**src/rtl/lcd_ctrl.sv**
```systemverilog
// HD44780 write-only panel controller: power-up wait, fixed init command list,
// then one accepted word at a time with setup / EN pulse / hold / busy-wait timing.
module lcd_ctrl #(
    parameter int unsigned P_PWRUP    = 750000,
    parameter int unsigned P_SETUP    = 2,
    parameter int unsigned P_EN_HIGH  = 12,
    parameter int unsigned P_HOLD     = 2,
    parameter int unsigned P_WAIT_CMD = 2000,
    parameter int unsigned P_WAIT_CLR = 82000
) (
    input  logic        i_clk,
    input  logic        i_rst_n,
    input  logic        i_valid,
    input  logic [31:0] i_lcd_word,
    output logic        o_ready,
    output logic        o_init_done,
    output logic [7:0]  o_lcd_data,
    output logic        o_lcd_rs,
    output logic        o_lcd_rw,
    output logic        o_lcd_en,
    output logic        o_lcd_on,
    output logic        o_lcd_blon
);

    localparam int unsigned CNT_W = 24;

    localparam logic [2:0] S_PWRUP = 3'd0;
    localparam logic [2:0] S_INIT  = 3'd1;
    localparam logic [2:0] S_IDLE  = 3'd2;
    localparam logic [2:0] S_SETUP = 3'd3;
    localparam logic [2:0] S_EN_HI = 3'd4;
    localparam logic [2:0] S_HOLD  = 3'd5;
    localparam logic [2:0] S_WAIT  = 3'd6;

    logic [2:0]       state_q, state_d;
    logic [CNT_W-1:0] cnt_q, cnt_d;
    logic [1:0]       idx_q, idx_d;
    logic [7:0]       data_q, data_d;
    logic             rs_q, rs_d;
    logic             en_q, en_d;
    logic             ready_q, ready_d;
    logic             init_done_q, init_done_d;
    logic             blon_q, blon_d;
    logic             on_q, on_d;

    logic [CNT_W-1:0] limit_c;
    logic             done_c;
    logic             accept_c;
    logic             is_clr_c;
    logic [7:0]       cmd_c;
    logic             unused_bits;

    assign unused_bits = ^{i_lcd_word[31], i_lcd_word[29:9]};
    assign accept_c    = i_valid && ready_q;
    assign is_clr_c    = !rs_q && (data_q == 8'h01 || data_q == 8'h02 || data_q == 8'h03);

    // Init command list, indexed by the number of commands already issued
    always_comb begin
        cmd_c = 8'h38;
        case (idx_q)
            2'd0:    cmd_c = 8'h38;
            2'd1:    cmd_c = 8'h0C;
            2'd2:    cmd_c = 8'h01;
            default: cmd_c = 8'h06;
        endcase
    end

    // Length of the current state in cycles; the counter counts up from 0 at entry
    always_comb begin
        limit_c = CNT_W'(1);
        case (state_q)
            S_PWRUP: limit_c = CNT_W'(P_PWRUP);
            S_SETUP: limit_c = CNT_W'(P_SETUP);
            S_EN_HI: limit_c = CNT_W'(P_EN_HIGH);
            S_HOLD:  limit_c = CNT_W'(P_HOLD);
            S_WAIT:  limit_c = is_clr_c ? CNT_W'(P_WAIT_CLR) : CNT_W'(P_WAIT_CMD);
            default: limit_c = CNT_W'(1);
        endcase
    end

    assign done_c = (cnt_q >= (limit_c - CNT_W'(1)));

    always_comb begin
        state_d     = state_q;
        idx_d       = idx_q;
        data_d      = data_q;
        rs_d        = rs_q;
        init_done_d = init_done_q;
        blon_d      = blon_q;
        on_d        = 1'b1;
        case (state_q)
            S_PWRUP: if (done_c) state_d = S_INIT;
            S_INIT: begin
                state_d = S_SETUP;
                data_d  = cmd_c;
                rs_d    = 1'b0;
            end
            S_IDLE: if (accept_c) begin
                state_d = S_SETUP;
                data_d  = i_lcd_word[7:0];
                rs_d    = i_lcd_word[8];
                blon_d  = i_lcd_word[30];
            end
            S_SETUP: if (done_c) state_d = S_EN_HI;
            S_EN_HI: if (done_c) state_d = S_HOLD;
            S_HOLD:  if (done_c) state_d = S_WAIT;
            S_WAIT: if (done_c) begin
                if (init_done_q) begin
                    state_d = S_IDLE;
                end else if (idx_q == 2'd3) begin
                    state_d     = S_IDLE;
                    init_done_d = 1'b1;
                end else begin
                    state_d = S_INIT;
                    idx_d   = idx_q + 2'd1;
                end
            end
            default: state_d = S_PWRUP;
        endcase
        // Restart at every state change; parked at zero in IDLE so it never wraps
        if (state_d != state_q || state_q == S_IDLE) cnt_d = '0;
        else                                         cnt_d = cnt_q + CNT_W'(1);
        en_d    = (state_d == S_EN_HI);
        ready_d = (state_d == S_IDLE) && init_done_d;
    end

    always_ff @(posedge i_clk or negedge i_rst_n) begin
        if (!i_rst_n) begin
            state_q     <= S_PWRUP;
            cnt_q       <= '0;
            idx_q       <= 2'd0;
            data_q      <= 8'h00;
            rs_q        <= 1'b0;
            en_q        <= 1'b0;
            ready_q     <= 1'b0;
            init_done_q <= 1'b0;
            blon_q      <= 1'b0;
            on_q        <= 1'b0;
        end else begin
            state_q     <= state_d;
            cnt_q       <= cnt_d;
            idx_q       <= idx_d;
            data_q      <= data_d;
            rs_q        <= rs_d;
            en_q        <= en_d;
            ready_q     <= ready_d;
            init_done_q <= init_done_d;
            blon_q      <= blon_d;
            on_q        <= on_d;
        end
    end

    assign o_ready     = ready_q;
    assign o_init_done = init_done_q;
    assign o_lcd_data  = data_q;
    assign o_lcd_rs    = rs_q;
    assign o_lcd_rw    = 1'b0;
    assign o_lcd_en    = en_q;
    assign o_lcd_on    = on_q;
    assign o_lcd_blon  = blon_q;

endmodule
```
**config.mk**
```make
export PLATFORM = sky130hd
export DESIGN_NAME = lcd_ctrl
export DESIGN_NICKNAME = d
export VERILOG_FILES = /design/src/rtl/lcd_ctrl.sv
export SDC_FILE = /design/constraint.sdc
export NUM_CORES = 1
export LEC_CHECK = 0
export ABC_AREA = 1
export CAP_MARGIN = 20
export CELL_PAD_IN_SITES_DETAIL_PLACEMENT = 0
export CELL_PAD_IN_SITES_GLOBAL_PLACEMENT = 1
export CORE_AREA = 2 2 105 107
export CTS_CLUSTER_DIAMETER = 30
export DETAILED_ROUTE_END_ITERATION = 10
export DIE_AREA = 0 0 107 109
export PLACE_DENSITY = 0.62
export SKIP_LAST_GASP = 1
export SLEW_MARGIN = 40
export SYNTH_ARGS = -nofsm -noshare
export SYNTH_HDL_FRONTEND = slang
export SYNTH_SLANG_ARGS = --single-unit
```
**constraint.sdc**
```tcl
create_clock -name i_clk -period 8.5 [get_ports i_clk]
set_clock_uncertainty 0.15 [all_clocks]
set_input_delay 1.275 -clock i_clk [delete_from_list [all_inputs] [get_ports i_clk]]
set_output_delay 1.275 -clock i_clk [all_outputs]
set_load 0.005 [all_outputs]
```
* Yosys cells after proc, flatten, opt, wreduce, memory -nomap -nowiden
Cells that the tools add are included.
Word-level totals: register bits after elaboration 43, input bits 35, logic and storage cells 67
Operators by class: add/sub/neg operators 3, $lt $le $gt $ge 1, eq/ne operators 16, mux-type cells 21, bitwise logic cells 2, reductions and logical operators 14
Operator list (count):
- 20-bit case mux with 4 select lines | 1
- 24-bit by 1-bit adder with 24-bit output, second input constant | 1
- 24-bit greater-or-equal comparator | 1
- 24-bit 2-to-1 mux | 1
- 24-bit by 1-bit subtractor with 24-bit output, second input constant | 1
- 3-bit case mux with 7 select lines | 1
- 3-bit 2-to-1 mux | 6
- 6-bit case mux with 3 select lines | 1
- 17-bit 2-to-1 mux | 1
- 8-bit by 2-bit equality test with 1-bit output, second input constant | 2
- 8-bit case mux with 2 select lines | 1
- 3-bit equality test, second input constant | 4
- 3-bit by 2-bit equality test with 1-bit output, second input constant | 3
- 8-bit by 1-bit equality test with 1-bit output, second input constant | 1
- 8-bit 2-to-1 mux | 1
- 1-bit 2-to-1 mux | 5
- 2-bit equality test, second input constant | 2
- 2-bit 2-to-1 mux | 2
- 2-bit AND reduction | 2
- 4-bit AND reduction | 1
- 3-bit by 1-bit equality test with 1-bit output, second input constant | 1
- 1-bit logical AND | 3
- 3-bit logical NOT | 1
- 1-bit logical OR | 3
- other kinds (10) | 11

* Logic depth before layout (Yosys ltp)
Gate-level depths: netlist of the first run.
depth after elaboration 13, mapped depth 24

* Worst setup path after synthesis of the first run
No wires, ideal clock.
kind reg2reg, start point register state_q[0], end point register cnt_q[11], library setup time 0.131 ns, data arrival time 2.657 ns, slack 5.562 ns, stages on the path, launching flop included 21, path buffers 1, period minus slack after synthesis 2.938 ns, cell sequence dfrtp_1 inv_2 nand2_1 nor2_1 inv_1 nor2_1 nor2_1 ha_1 nand2_1 a21oi_1 nor2_1 nand2_1 a21oi_1 nand2_2 nand2_1 nand2_2 nand3_1 nand2_2 nand2_4 buf_12 nor2_4
Between the ends: cells in the longest elaborated chain, start to end 10, elaborated cells between the ends (all ways) 21
Ends and longest elaborated chain:
- from (decl) | RTL line 35 | logic [2:0] state_q, state_d;
- from (signal assigned) | RTL line 140 | state_q <= state_d;
- 3-bit equality test or 3-bit by 2-bit equality test with 1-bit output (tied branches) | RTL line 71, 91
- 2-bit OR reduction (no line)
- 20-bit case mux with 4 select lines | RTL line 71 | case (state_q)
- 24-bit by 1-bit subtractor with 24-bit output | RTL line 81 | assign done_c = (cnt_q >= (limit_c - CNT_W'(1)));
- 24-bit greater-or-equal comparator | RTL line 81
- 3-bit 2-to-1 mux (on tied branches)
- 3-bit case mux with 7 select lines | RTL line 91 | case (state_q)
- 3-bit != test | RTL line 121 | if (state_d != state_q || state_q == S_IDLE) cnt_d = '0;
- 1-bit logical OR * | RTL line 121
- 24-bit 2-to-1 mux * | RTL line 121
- via cnt_d[11] | RTL line 36 | logic [CNT_W-1:0] cnt_q, cnt_d;
- to (signal assigned) | RTL line 141 | cnt_q <= cnt_d;
- to (decl) | RTL line 36
The timed path passes the listed nets; every way through them passes the cells marked *. A chain may end at the register's enable or synchronous reset.

* Final worst setup path of the first run
start point register state_q[0], end point register cnt_q[23]
Same word-level chain as after synthesis.

==> results.ini, run 1 <==
[sta]
hold_violations = 0
min_period_ps = 3750
period_share_pct = 44.1
setup_viol = 0
drv_slew = 0
clock.fmax_ghz = 0.267
max_slew_margin_pct = 56.0
rsz0062_at_grt = no
worst_slack_ps = 4750
worst_pin_slew_ps = 659
holdWs_ps = 338
final.setup.tns_ps = 0

[critical_path]
critPathLaunchType = flop
crit_family = simple AND/OR/NAND/NOR gates
timing.critical_path.mode_cell = nor2_1
critPathSlowestCell = dfrtp_1
cp_max_fo = 24
critPathCapture = cnt_q[23]
crit_type = reg -> reg
cp_cell_sequence = inv_2, nand2_1, nor2_1, inv_1, nor2_1, nor2_1, ha_1, nand2_1, a21oi_1, nor2_1, nand2_1, a21oi_1, nand2_2, nand2_1, nand2_2, nand3_1, nand2_2, nand2_4, nor2_1
regToRegSetupSlack_ps = 4750
cp.arrival_ps = 3760
startpoint = state_q[0]
rr_endpoint = cnt_q[23]
crit_buf_inv = 2
cp_num_cells = 19
cp.required_ps = 8510
r2r-start = state_q[0]
crit_path_end_kind = flop
rr_worst_depth = 19
slowest_delay_ps = 480

[power]
irDropWorstVdd_v = 0.000155
p_sw_share_pct = 42.8
p_sw_uw = 338
clkPwrFrac_pct = 21.4
p_leak_uw = 0.00168
total_power_uw = 791
combinationalPowerShare_pct = 46.0
p_per_area_mw_per_mm2 = 217
intPower_uw = 453
pwr-share-seq_pct = 32.5

[drt]
viasPerCell = 4.37
drtIter0Drc = 64
drt_wl_total_um = 6370
wl_per_cell_um = 11.6
drc_errors = 0
postRouteAntennaNets = 0
drt_first_pass_iters = 4
vias = 2403

[place]
io_buffers = 26
dp_slack_ps = 4700
post-dp-hpwl_um = 4930
gp_congestion = 0.793

[yosys]
muxShareOfSynthArea_pct = 0.361
synth.distinct_cells = 40
yosysSeqAreaShare_pct = 34.5
synth_compound_area_share_pct = 6.35
postSynthCellCount = 373
syn_avg_cell_area_um2 = 8.35
synth.cell_area_mm2 = 0.00312
synth_xor_area_share_pct = 5.62
synthSimpleGateAreaFrac_pct = 33.2
synthAdderAreaFrac_pct = 12.0
ys_seq_elements = 43
synth_top_family_by_area = simple AND/OR/NAND/NOR gates
yosysWarningCount = 0

[global_routing]
overflow = 0
grt_pass1_vias = 2434
antenna_found_initial = 0
grtUsageTotal_pct = 12.0
grt_max_degree = 44
grt_pass1_wl_um = 11300

[clock_tree]
clk_latency_ps = 300
cts_inserted_buffers = 5
ctsRootBufferMaster = clkbuf_8
ctsHoldBuffers = 0
cts.sinks = 43
cts_setup_buffers = 0
cts_tree = built
post_cts_resized = 0
h-tree-depth = 2
clkTransAtPathRegs_ps = 90
clockBufferDepth = 2

[layout]
areaGrowthSynthToFinish_pct = 16.9
drive_gt1_share_pct = 15.6
antenna_cells = 0
final_nets = 474

[run]
drv_cap = 0

[floorplanning]
core_area_mm2 = 0.0106
start_util_pct = 29.4
io_pins = 50
die-width_um = 107
die_h_um = 109
dieArea_mm2 = 0.0117
rows = 38

[outcome]
outcome = finished, final reports clean

[hold_path]
min_path_type = reg -> reg

==> registers in the layout, summed over array words and instances, names as in the netlist <==
signal / flops
cnt_q: 24
idx_q: 2
o_init_done: 1
o_lcd_blon: 1
o_lcd_data: 8
o_lcd_en: 1
o_lcd_on: 1
o_lcd_rs: 1
o_ready: 1
state_q: 3
==> kinds of logic after synthesis <==
group,Yosys count
and+or+nand+nor,190
buffers and inverters,53
DFF,43
AOI/OAI and AO/OA,34
adders and majority gates,30
xor gates and xnor gates,20
other,2
muxes,1
==> how the worst min path moves through the flow <==
stage	cells past startpoint	from	endpoint	slack, ps
floorplan	1	cnt_q[0]	cnt_q[0]	300
detailed placement	1	cnt_q[0]	cnt_q[0]	330
global placement	1	cnt_q[0]	cnt_q[0]	320
CTS	1	cnt_q[0]	cnt_q[0]	340
global route	1	cnt_q[0]	cnt_q[0]	370
finish	1	cnt_q[0]	cnt_q[0]	340
==> area by class of cell <==
cell class	count	area (um^2)
clock buffers	6	82.6
inverters	49	186
fillers	1126	6960
clock inverters	2	35.0
flip-flops and latches	43	1080
multi-input cells	284	1830
well taps	140	175
repair buffers	26	258
==> cells in the mapped netlist <==
| library cell | instances | area, um^2 |
|---|---|---|
| dfrtp_1 | 43 | 1080 |
| a21oi_2 | 1 | 8.76 |
| o21a_1 | 1 | 7.51 |
| nor3_4 | 1 | 16.3 |
| o211ai_1 | 1 | 7.51 |
| a21o_1 | 1 | 7.51 |
| a31o_2 | 1 | 8.76 |
| nand3_2 | 3 | 30.0 |
| nor2_1 | 39 | 146 |
| a31oi_1 | 3 | 18.8 |
| nand4_1 | 7 | 43.8 |
| a21oi_1 | 14 | 70.1 |
| xnor2_1 | 4 | 35.0 |
| o21ai_0 | 9 | 45.0 |
| inv_1 | 39 | 146 |
| nor2_2 | 6 | 37.5 |
| nand2_1 | 83 | 312 |
| inv_4 | 1 | 6.26 |
| nor3_1 | 3 | 15.0 |
| mux2_2 | 1 | 11.3 |
| o2111ai_1 | 1 | 8.76 |
| nand2_2 | 9 | 56.3 |
| o22ai_1 | 1 | 6.26 |
| buf_4 | 1 | 7.51 |
| nor3_2 | 1 | 10.0 |
| nand3_1 | 11 | 55.1 |
| buf_12 | 2 | 40.0 |
| or4_1 | 1 | 7.51 |
| o32ai_1 | 1 | 8.76 |
| ha_1 | 30 | 375 |
| conb_1 | 2 | 7.51 |
| nor4_4 | 1 | 21.3 |
| clkinv_1 | 2 | 7.51 |
| inv_2 | 7 | 26.3 |
| clkbuf_1 | 1 | 3.75 |
| nand2_4 | 2 | 22.5 |
| nor4_1 | 2 | 12.5 |
| xor2_1 | 16 | 140 |
| nor2_4 | 19 | 214 |
| nand3_4 | 2 | 35.0 |
==> layer usage <==
metal,vias up,track usage (%),share of wire (%)
met5,-,0,0
met1,1124,15.6,48
met2,22,20.5,48
li1,1250,-,-
met4,0,3.53,1.2
met3,7,2.27,2.5
==> placed cells by master (no fill, tap or decap), types with 2 or more instances in the layout <==
| master | count |
|---|---|
| a21oi_1 | 14 |
| nand3_1 | 11 |
| nand2_1 | 83 |
| nor3_1 | 3 |
| clkinv_1 | 2 |
| conb_1 | 9 |
| nand3_4 | 2 |
| nor2_1 | 39 |
| nand4_1 | 7 |
| ha_1 | 30 |
| clkdlybuf4s50_1 | 25 |
| o21ai_0 | 9 |
| inv_2 | 7 |
| inv_1 | 39 |
| nand2_2 | 9 |
| nor2_4 | 19 |
| clkbuf_8 | 6 |
| xnor2_1 | 4 |
| nand3_2 | 3 |
| nor2_2 | 6 |
| dfrtp_1 | 43 |
| xor2_1 | 16 |
| nand2_4 | 2 |
| nor4_1 | 2 |
| a31oi_1 | 3 |
==> power by group through the flow <==
stage | Combinational, uW | Sequential, uW | Clock [uW]
floorplan | 298 | 259 | 0
global placement | 371 | 262 | 0
detailed placement | 373 | 262 | 0
CTS | 374 | 258 | 181
global route | 424 | 262 | 187
finish | 364 | 257 | 170
==> per-stage QoR <==
| stage | utilization (%) | instance area, um^2 | std cells |
|---|---|---|---|
| 2_1_floorplan | - | 3140 | 380 |
| 3_3_place_gp | 33.2 | 3520 | 542 |
| 3_5_place_dp | 33.2 | 3520 | 542 |
| 4_1_cts | 34.3 | 3640 | 550 |
| 5_1_grt | 34.3 | 3640 | 550 |
| 6_report | 34.3 | 3640 | 550 |
==> worst register-to-register path: stages (launching register included) <==
cell and delay (ps):
dfrtp_1 480, inv_2 150, nand2_1 80, nor2_1 470
inv_1 220, nor2_1 140, nor2_1 80, ha_1 300
nand2_1 80, a21oi_1 40, nor2_1 80, nand2_1 80
a21oi_1 200, nand2_2 120, nand2_1 110, nand2_2 60
nand3_1 120, nand2_2 70, nand2_4 470, nor2_1 110
Note: power is estimated with default switching activity, not from simulation.
==> run 2: changes to the inputs <==
--- a/config.mk
+++ b/config.mk
@@ -13,7 +13,7 @@
 export CTS_CLUSTER_DIAMETER = 30
 export DETAILED_ROUTE_END_ITERATION = 10
 export DIE_AREA = 0 0 107 109
-export PLACE_DENSITY = 0.62
+export PLACE_DENSITY = 0.65
 export SKIP_LAST_GASP = 1
 export SLEW_MARGIN = 40
 export SYNTH_ARGS = -nofsm -noshare
==> constraint.sdc (replaced) <==
create_clock -name i_clk -period 3.4 [get_ports i_clk]
set_clock_uncertainty 0.15 [all_clocks]
set_input_delay 0.51 -clock i_clk [delete_from_list [all_inputs] [get_ports i_clk]]
set_output_delay 0.51 -clock i_clk [all_outputs]
set_load 0.005 [all_outputs]
==> results.ini, run 2 (synthesis results as in run 1) <==
[place]
dpl.cell_count = 546
io_buffers = 26
dpl_cell_area_mm2 = 0.00358
gp_congestion = 0.782
dp_slack_ps = 142
post-dp-hpwl_um = 5030

[drt]
wl_per_cell_um = 11.5
vias = 2419
postRouteAntennaNets = 0
drc_errors = 0
viasPerCell = 4.37
drt_wl_total_um = 6380
drt_first_pass_iters = 4
drtIter0Drc = 83

[sta]
worst_slack_ps = 251
min_period_ps = 3150
setup_viol = 0
drv_slew = 0
hold_violations = 0
clock.fmax_ghz = 0.318
worst_pin_slew_ps = 563
max_slew_margin_pct = 62.5
period_share_pct = 92.6
final.setup.tns_ps = 0
rsz0062_at_grt = no

[critical_path]
critPathLaunchType = flop
crit_path_end_kind = flop
cp_max_fo = 15
crit_type = reg -> reg
cp.arrival_ps = 3180
regToRegSetupSlack_ps = 250
cp.required_ps = 3430
rr_endpoint = cnt_q[0]
r2r-start = o_lcd_data[5]
rr_worst_depth = 18

[floorplanning]
rows = 38
core_area_mm2 = 0.0106
die-width_um = 107
dieArea_mm2 = 0.0117
io_pins = 50
die_h_um = 109
start_util_pct = 29.4

[global_routing]
grt_max_degree = 44
grtUsageTotal_pct = 11.8
antenna_found_initial = 0
overflow = 0
grt_pass1_wl_um = 11200
grt_pass1_vias = 2426

[outcome]
outcome = finished, final reports clean

[power]
clkPwrFrac_pct = 20.0
irDropWorstVdd_v = 0.000291
p_sw_share_pct = 41.7
combinationalPowerShare_pct = 49.0
pwr-share-seq_pct = 31.0
intPower_uw = 1220
p_sw_uw = 872
p_per_area_mw_per_mm2 = 564
p_leak_uw = 0.00171

[layout]
final_cell_mix = nand2_1, dfrtp_1, inv_1, nor2_1, ha_1
largest_reg_flops = 24
drive_gt1_share_pct = 16.9
largest_register = cnt_q
layout_commonest_cell = nand2_1
final_nets = 478
fin_cells = 554
design_area_mm2 = 0.00371
antenna_cells = 0
areaGrowthSynthToFinish_pct = 19.0

[clock_tree]
h-tree-depth = 2
cts_inserted_buffers = 5
cts_tree = built
cts_setup_buffers = 0
clk_latency_ps = 290
ctsRootBufferMaster = clkbuf_8
clkTransAtPathRegs_ps = 80
cts.sinks = 43
clockBufferDepth = 2

[hold_path]
min_path_type = in -> async

[run]
drv_cap = 0

[run 2: area by class of cell]
class | count | area [um^2]
clock buffer | 6 | 82.6
fill | 1123 | 6890
inverter | 49 | 186
sequential | 43 | 1080
tap | 140 | 175
multi-input combinational | 284 | 1840
clock inverter | 2 | 35.0
timing repair buffer | 30 | 313
[run 2: timing repair]
item | CTS | global route
hold buffers | 0 | 0
resized for setup | 0 | 2
endpoints found under the setup margin | 0 | 24
[run 2: metal layers]
metal  vias to the layer above  share of wire [%]  GRT usage, %
met1                      1128                 51          16.6
met4                         0               0.61          2.04
met5                         -                  0             0
met2                        18                 47          19.3
met3                         4                1.8          1.97
li1                       1269                  -             -
[run 2: per-stage QoR]
stage	hold slack [ps]	utilization, %	power (uW)
2_1_floorplan	64.4	-	1390
3_3_place_gp	314	33.7	1680
3_5_place_dp	326	33.8	1690
4_1_cts	76.7	34.9	2120
5_1_grt	99.9	35.0	2290
6_report	55.3	35.0	2090
[run 2: worst max-delay path by stage]
stage,cells past startpoint,start,endpoint
final,18,o_lcd_data[5],cnt_q[0]
after global routing,19,o_lcd_data[5],cnt_q[0]
after CTS,18,o_lcd_data[5],cnt_q[1]
after detailed placement,18,o_lcd_data[5],cnt_q[1]
after global placement,18,o_lcd_data[5],cnt_q[0]
after floorplan,20,state_q[0],cnt_q[11]
[run 2: power groups by stage]
| stage | clock network [uW] | logic [uW] | registers (uW) |
|---|---|---|---|
| after floorplan | 0 | 745 | 647 |
| after global placement | 0 | 1030 | 653 |
| after detailed placement | 0 | 1040 | 651 |
| after CTS | 439 | 1040 | 641 |
| after global routing | 455 | 1170 | 660 |
| final | 419 | 1030 | 648 |
[run 2: critical path, stage by stage (launching register included)]
cell	delay, ps
dfrtp_1	410
nor4_2	390
o2111ai_2	260
nor2_1	150
nor2_1	70
ha_1	260
nand2_1	80
a21oi_1	40
nor2_1	100
nand2_1	80
a21oi_1	210
nand2_2	120
nand2_2	110
nand3_4	90
nand2_2	70
nand2_2	60
nand2_4	90
buf_12	200
nor2_1	60
